**src/rtl/ch_serializer_if.sv**
```systemverilog
// Stream interface of the channel serializer: snapshot inputs plus the serial word output.
interface ch_serializer_if #(
  parameter int unsigned NUM_CH = 8,
  parameter int unsigned DATA_W = 16,
  parameter int unsigned SEL_W  = 3
);
  logic                     enable;
  logic                     strobe;
  logic [SEL_W-1:0]         channels;
  logic [NUM_CH*DATA_W-1:0] din;
  logic [DATA_W-1:0]        dout;
  logic                     dout_valid;
  logic                     dout_ready;
  logic [SEL_W-1:0]         dout_sel;
  logic                     dout_first;
  logic                     dout_last;
  logic                     overrun;

  // Serializer side.
  modport master (
    input  enable, strobe, channels, din, dout_ready,
    output dout, dout_valid, dout_sel, dout_first, dout_last, overrun
  );

  // Environment side: strobe source and downstream sink.
  modport slave (
    output enable, strobe, channels, din, dout_ready,
    input  dout, dout_valid, dout_sel, dout_first, dout_last, overrun
  );
endinterface

```
**src/rtl/ch_serializer.sv**
```systemverilog
// Snapshots up to NUM_CH channel words on a strobe and streams the active ones
// lowest index first with first/last flags; flags strobes lost while busy.
module ch_serializer #(
  parameter int unsigned NUM_CH = 8,
  parameter int unsigned DATA_W = 16,
  parameter int unsigned SEL_W  = 3
) (
  input  logic           clk,
  input  logic           reset,
  ch_serializer_if.master bus
);

  localparam logic [SEL_W-1:0] MAX_IDX = SEL_W'(NUM_CH - 1);

  typedef enum logic {IDLE, SEND} state_t;

  state_t                   state;
  logic [NUM_CH*DATA_W-1:0] snap;
  logic [SEL_W-1:0]         max_idx;

  logic             start_c;
  logic             xfer_c;
  logic             at_last_c;
  logic [SEL_W-1:0] clamp_c;
  logic [SEL_W-1:0] next_sel_c;

  assign start_c    = bus.enable && bus.strobe;
  assign xfer_c     = bus.dout_valid && bus.dout_ready;
  assign at_last_c  = (bus.dout_sel == max_idx);
  assign clamp_c    = (bus.channels > MAX_IDX) ? MAX_IDX : bus.channels;
  assign next_sel_c = bus.dout_sel + SEL_W'(1);

  // A frame starts from IDLE, or back-to-back on the last-word transfer edge.
  always_ff @(posedge clk) begin
    if (reset) begin
      state          <= IDLE;
      snap           <= '0;
      max_idx        <= '0;
      bus.dout       <= '0;
      bus.dout_valid <= 1'b0;
      bus.dout_sel   <= '0;
      bus.dout_first <= 1'b0;
      bus.dout_last  <= 1'b0;
      bus.overrun    <= 1'b0;
    end else begin
      case (state)
        IDLE: begin
          if (start_c) begin
            state          <= SEND;
            snap           <= bus.din;
            max_idx        <= clamp_c;
            bus.dout       <= bus.din[DATA_W-1:0];
            bus.dout_valid <= 1'b1;
            bus.dout_sel   <= '0;
            bus.dout_first <= 1'b1;
            bus.dout_last  <= (clamp_c == '0);
          end
        end
        SEND: begin
          if (xfer_c && at_last_c) begin
            bus.dout_sel <= '0;
            if (start_c) begin
              snap           <= bus.din;
              max_idx        <= clamp_c;
              bus.dout       <= bus.din[DATA_W-1:0];
              bus.dout_valid <= 1'b1;
              bus.dout_first <= 1'b1;
              bus.dout_last  <= (clamp_c == '0);
            end else begin
              state          <= IDLE;
              bus.dout_valid <= 1'b0;
              bus.dout_first <= 1'b0;
              bus.dout_last  <= 1'b0;
            end
          end else begin
            // Strobe while the frame is still draining is lost.
            if (start_c) begin
              bus.overrun <= 1'b1;
            end
            if (xfer_c) begin
              bus.dout_sel   <= next_sel_c;
              bus.dout       <= snap[32'(next_sel_c) * DATA_W +: DATA_W];
              bus.dout_first <= 1'b0;
              bus.dout_last  <= (next_sel_c == max_idx);
            end
          end
        end
        default: state <= IDLE;
      endcase
    end
  end

endmodule

```
**src/flat_wrapper.sv**
```systemverilog
// flat-port wrapper written by rule: the top's interface ports become plain ports
module ch_serializer_flat 
#(
  parameter int unsigned NUM_CH = 8,
  parameter int unsigned DATA_W = 16,
  parameter int unsigned SEL_W  = 3
)
  (clk, reset, bus_enable, bus_strobe, bus_channels, bus_din, bus_dout_ready, bus_dout, bus_dout_valid, bus_dout_sel, bus_dout_first, bus_dout_last, bus_overrun);
  ch_serializer_if #(.NUM_CH(NUM_CH), .DATA_W(DATA_W), .SEL_W(SEL_W)) bus_i ();
  input  logic clk;
  input  logic reset;
  input wire logic [$bits(bus_i.enable)-1:0] bus_enable;
  input wire logic [$bits(bus_i.strobe)-1:0] bus_strobe;
  input wire logic [$bits(bus_i.channels)-1:0] bus_channels;
  input wire logic [$bits(bus_i.din)-1:0] bus_din;
  input wire logic [$bits(bus_i.dout_ready)-1:0] bus_dout_ready;
  output wire logic [$bits(bus_i.dout)-1:0] bus_dout;
  output wire logic [$bits(bus_i.dout_valid)-1:0] bus_dout_valid;
  output wire logic [$bits(bus_i.dout_sel)-1:0] bus_dout_sel;
  output wire logic [$bits(bus_i.dout_first)-1:0] bus_dout_first;
  output wire logic [$bits(bus_i.dout_last)-1:0] bus_dout_last;
  output wire logic [$bits(bus_i.overrun)-1:0] bus_overrun;
  assign bus_i.enable = bus_enable;
  assign bus_i.strobe = bus_strobe;
  assign bus_i.channels = bus_channels;
  assign bus_i.din = bus_din;
  assign bus_i.dout_ready = bus_dout_ready;
  assign bus_dout = bus_i.dout;
  assign bus_dout_valid = bus_i.dout_valid;
  assign bus_dout_sel = bus_i.dout_sel;
  assign bus_dout_first = bus_i.dout_first;
  assign bus_dout_last = bus_i.dout_last;
  assign bus_overrun = bus_i.overrun;
  ch_serializer #(.NUM_CH(NUM_CH), .DATA_W(DATA_W), .SEL_W(SEL_W)) u_core (.clk(clk), .reset(reset), .bus(bus_i));
endmodule
```
**config.mk**
```make
export PLATFORM = sky130hd
export DESIGN_NAME = ch_serializer_flat
export DESIGN_NICKNAME = d
export VERILOG_FILES = /design/src/rtl/ch_serializer_if.sv /design/src/rtl/ch_serializer.sv /design/src/flat_wrapper.sv
export SDC_FILE = /design/constraint.sdc
export NUM_CORES = 1
export LEC_CHECK = 0
export BUFFER_PORTS_ARGS = -buffer_cell sky130_fd_sc_hd__clkbuf_2
export CORE_ASPECT_RATIO = 2
export CORE_MARGIN = 2
export CORE_UTILIZATION = 44
export DETAILED_ROUTE_END_ITERATION = 12
export GPL_TIMING_DRIVEN = 1
export PLACE_DENSITY = 0.75
export RECOVER_POWER = 50
export SLEW_MARGIN = 10
export SYNTH_ARGS = -nofsm -noshare
export SYNTH_HDL_FRONTEND = slang
export SYNTH_SLANG_ARGS = --single-unit
```
**constraint.sdc**
```tcl
create_clock -name clk -period 3.81 [get_ports clk]
set_clock_uncertainty 0.1 [all_clocks]
set_input_delay 0.5715 -clock clk [delete_from_list [all_inputs] [get_ports clk]]
set_output_delay 0.5715 -clock clk [all_outputs]
set_load 0.05 [all_outputs]
```
==> flow_metrics.tcl <==
set metrics [dict create \
    synth_top_family_by_area "multiplexers" \
    path_clk_slew_ps 70 \
    netSwitchingPower_mw 1.037 \
    timing.setup.tns_ps 0 \
    synth.area.mux_share_pct 25.82 \
    antenna_left 0 \
    status "finished clean" \
    synthDistinctLibCells 39 \
    firstDrtPassIters 7 \
    drc 0 \
    gp_congestion 0.8031 \
    cts-hold-fix-buffers 0 \
    insertedDiodeCount 0 \
    post_cts_buffers 0 \
    slew_viol_final 0 \
    layout_commonest_cell "nand2b_1" \
    period_minus_slack_ps 2987 \
    synthAdderAreaFrac_pct 0.1500 \
    finalHoldViolations 0 \
    grt_pass1_wl_mm 32.15 \
    power_frac_seq_pct 43.7 \
    arrival_ps 3230 \
    cts_buffer_depth 2 \
    seqCellArea_um2 3103 \
    vias_per_cell 5.175 \
    coreArea_um2 18660 \
    cts-buffers-inserted 17 \
    slew_headroom_pct 34.88 \
    yosys.area_share.simple_pct 25.75 \
    ys_seq_area_share_pct 37.21 \
    p_sw_share_pct 25.73 \
    p_per_area_nw_per_um2 416.5 \
    p_leak_nw 3.604 \
    cts.sinks 155 \
    die_h_um 198.7 \
    critPathKind "flip-flop to flip-flop" \
    setup.worst_path.start_class "flip-flop" \
    multi_input_area_um2 4786 \
    final_nets 1118 \
    intPower_mw 2.992 \
    fin_crit_sh_pct 78.41 \
    synth_compound_area_share_pct 4.111 \
    yosysWarningCount 0 \
    grt_max_degree 111 \
    post_cts_resized 0 \
    grt_pass1_vias 6210 \
    initial_core_util_pct 44.70 \
    synth_xor_area_share_pct 1.140 \
    drv_cap 0 \
    routedWlPerCell_um 17.37 \
    tightest_slew_ps 976.8 \
    setup_viol 0 \
    worst_setup_path_end_kind "flip-flop" \
    hpwl_mm 15.46 \
    die_area_um2 20140 \
    drive_gt1_share_pct 20.24 \
    cts-htree-levels 4 \
    grt_usage_pct 21.01 \
    rows 71 \
    clkPwrFrac_pct 44.0 \
    clock_latency_ps 430 \
    cp.required_ps 4060 \
    nFillCells 1756 \
    syn_nets 999 \
    mappedNetlistArea_um2 8339 \
    irDropWorstVdd_mv 0.2019 \
    synth-seq-cells 155 \
    final_cell_mix "nand2b_1 (263), mux2i_1 (196), dfxtp_1 (155)" \
    port_buffers 158 \
    vias 6272 \
    floorplan.io_pins 159 \
    clockRootBuffer "clkbuf_16" \
    synthCells 862 \
    hp-class "primary input to flip-flop" \
    combPwrFrac_pct 12.3 \
    fmax_ghz 0.3347 \
    die_width_um 101.3 \
    finalPower_mw 4.028 \
    cts_tree "done" \
    antenna_found_initial 0 \
    globalRoute.totalOverflow 0 \
    routed_wl_mm 21.06 \
    rsz0062_at_grt "no" \
    syn_to_final_growth_pct 15.98 \
    syn_area_per_cell_um2 9.674 \
    drtIter0Drc 270 \
    worst-path-max-fanout 13 \
]
## cells in the mapped netlist
| cell type | instances | area, um2 |
|---|---|---|
| nand2b_1 | 263 | 1645 |
| mux2i_1 | 196 | 1962 |
| dfxtp_1 | 155 | 3103 |
| nand3_1 | 64 | 320.3 |
| clkbuf_1 | 50 | 187.7 |
| mux2_2 | 17 | 191.4 |
| a22oi_1 | 16 | 120.1 |
| nand4_1 | 16 | 100.1 |
| o21ai_0 | 14 | 70.07 |
| buf_12 | 10 | 200.2 |
| buf_2 | 6 | 30.03 |
| nor2_1 | 6 | 22.52 |
| xnor2_1 | 6 | 52.55 |
| buf_4 | 5 | 37.54 |
| nand2_1 | 4 | 15.01 |
| inv_1 | 3 | 11.26 |
| xor2_1 | 3 | 26.28 |
| a21oi_1 | 2 | 10.01 |
| a221oi_1 | 2 | 17.52 |
| a311oi_1 | 2 | 17.52 |
| buf_1 | 2 | 7.510 |
| nor3b_1 | 2 | 15.01 |
| o21ai_1 | 2 | 10.01 |
| a2111oi_0 | 1 | 8.760 |
| a211oi_1 | 1 | 7.510 |
| a21bo_2 | 1 | 10.01 |
| a31oi_1 | 1 | 6.260 |
| a32oi_1 | 1 | 8.760 |
| a41o_1 | 1 | 10.01 |
| a41oi_1 | 1 | 8.760 |
| and3b_1 | 1 | 8.760 |
| buf_6 | 1 | 11.26 |
| ha_1 | 1 | 12.51 |
| nand3b_1 | 1 | 7.510 |
| nor2b_1 | 1 | 6.260 |
| nor4_1 | 1 | 6.260 |
| o21ba_2 | 1 | 10.01 |
| o41ai_4 | 1 | 27.53 |
| xor2_2 | 1 | 16.27 |
## power by group through the flow
stage	registers (mW)	clock network (mW)	logic (mW)
6_report	1.76	1.77	0.497
4_1_cts	1.76	1.79	0.507
2_1_floorplan	1.82	0	0.322
5_1_grt	1.77	1.85	0.540
3_5_place_dp	1.79	0	0.504
3_3_place_gp	1.79	0	0.496
## worst max-delay path, stage by stage (launching register included)
cell      delay [ps]
dfxtp_1          620
xor2_1           210
o41ai_4          410
nor2b_4          550
clkbuf_1         720
mux2i_1          270
## registers in the layout, summed over array words and instances (netlist names)
signal	count
u_core.bus.dout	16
u_core.bus.dout_first	1
u_core.bus.dout_last	1
u_core.bus.dout_sel	3
u_core.bus.dout_valid	1
u_core.bus.overrun	1
u_core.max_idx	3
u_core.snap	128
u_core.state	1
## per-stage QoR
stage / cell area (um2) / std cells / util, % / hold WS [ps] / setup WS (ps)
4_1_cts: 9719 / 1212 / 52.10 / 266.1 / 1169
2_1_floorplan: 8339 / 862 / - / 348.0 / 1512
3_5_place_dp: 9112 / 1181 / 48.85 / 360.1 / 1076
3_3_place_gp: 9112 / 1181 / 48.85 / 356.9 / 1182
5_1_grt: 9672 / 1212 / 51.84 / 277.0 / 617.0
6_report: 9672 / 1212 / 51.84 / 273.9 / 822.5
## metal layers
layer / track usage [%] / routed length (um) / part of all wire, %
met1: 23.24 / 8351 / 40
met2: 38.12 / 11090 / 53
met3: 2.987 / 746 / 3.5
met4: 10.66 / 866 / 4.1
met5: 0 / 0 / 0
## logic make-up (layout without fill, tap and decap cells)
logic type / after synthesis / in the layout
adders and majority gates: 1 / 1
AOI/OAI and AO/OA: 47 / 47
xor gates and xnor gates: 10 / 10
muxes: 213 / 213
buffers and inverters: 77 / 208
DFF: 155 / 155
and+or+nand+nor: 359 / 359
## final cells by class
type | count | share of cell area [%]
Tap cell | 219 | 2.833
Timing Repair Buffer | 174 | 9.211
Inverter | 3 | 0.1164
Clock buffer | 19 | 4.580
Clock inverter | 12 | 1.695
Multi-Input combinational cell | 630 | 49.48
Sequential cell | 155 | 32.08
## worst paths after layout
check	from	to	slack [ps]	cells past startpoint
min	bus_din[40]	u_core.snap[40]$_SDFFE_PP0P_	270	3
max	u_core.bus.dout_sel[2]$_SDFFE_PP0P_	u_core.snap[35]$_SDFFE_PP0P_	820	5
min reg2reg	u_core.snap[76]$_SDFFE_PP0P_	u_core.snap[76]$_SDFFE_PP0P_	370	2
max reg2reg	u_core.bus.dout_sel[2]$_SDFFE_PP0P_	u_core.snap[35]$_SDFFE_PP0P_	820	5
(Power assumes the default switching activity.)
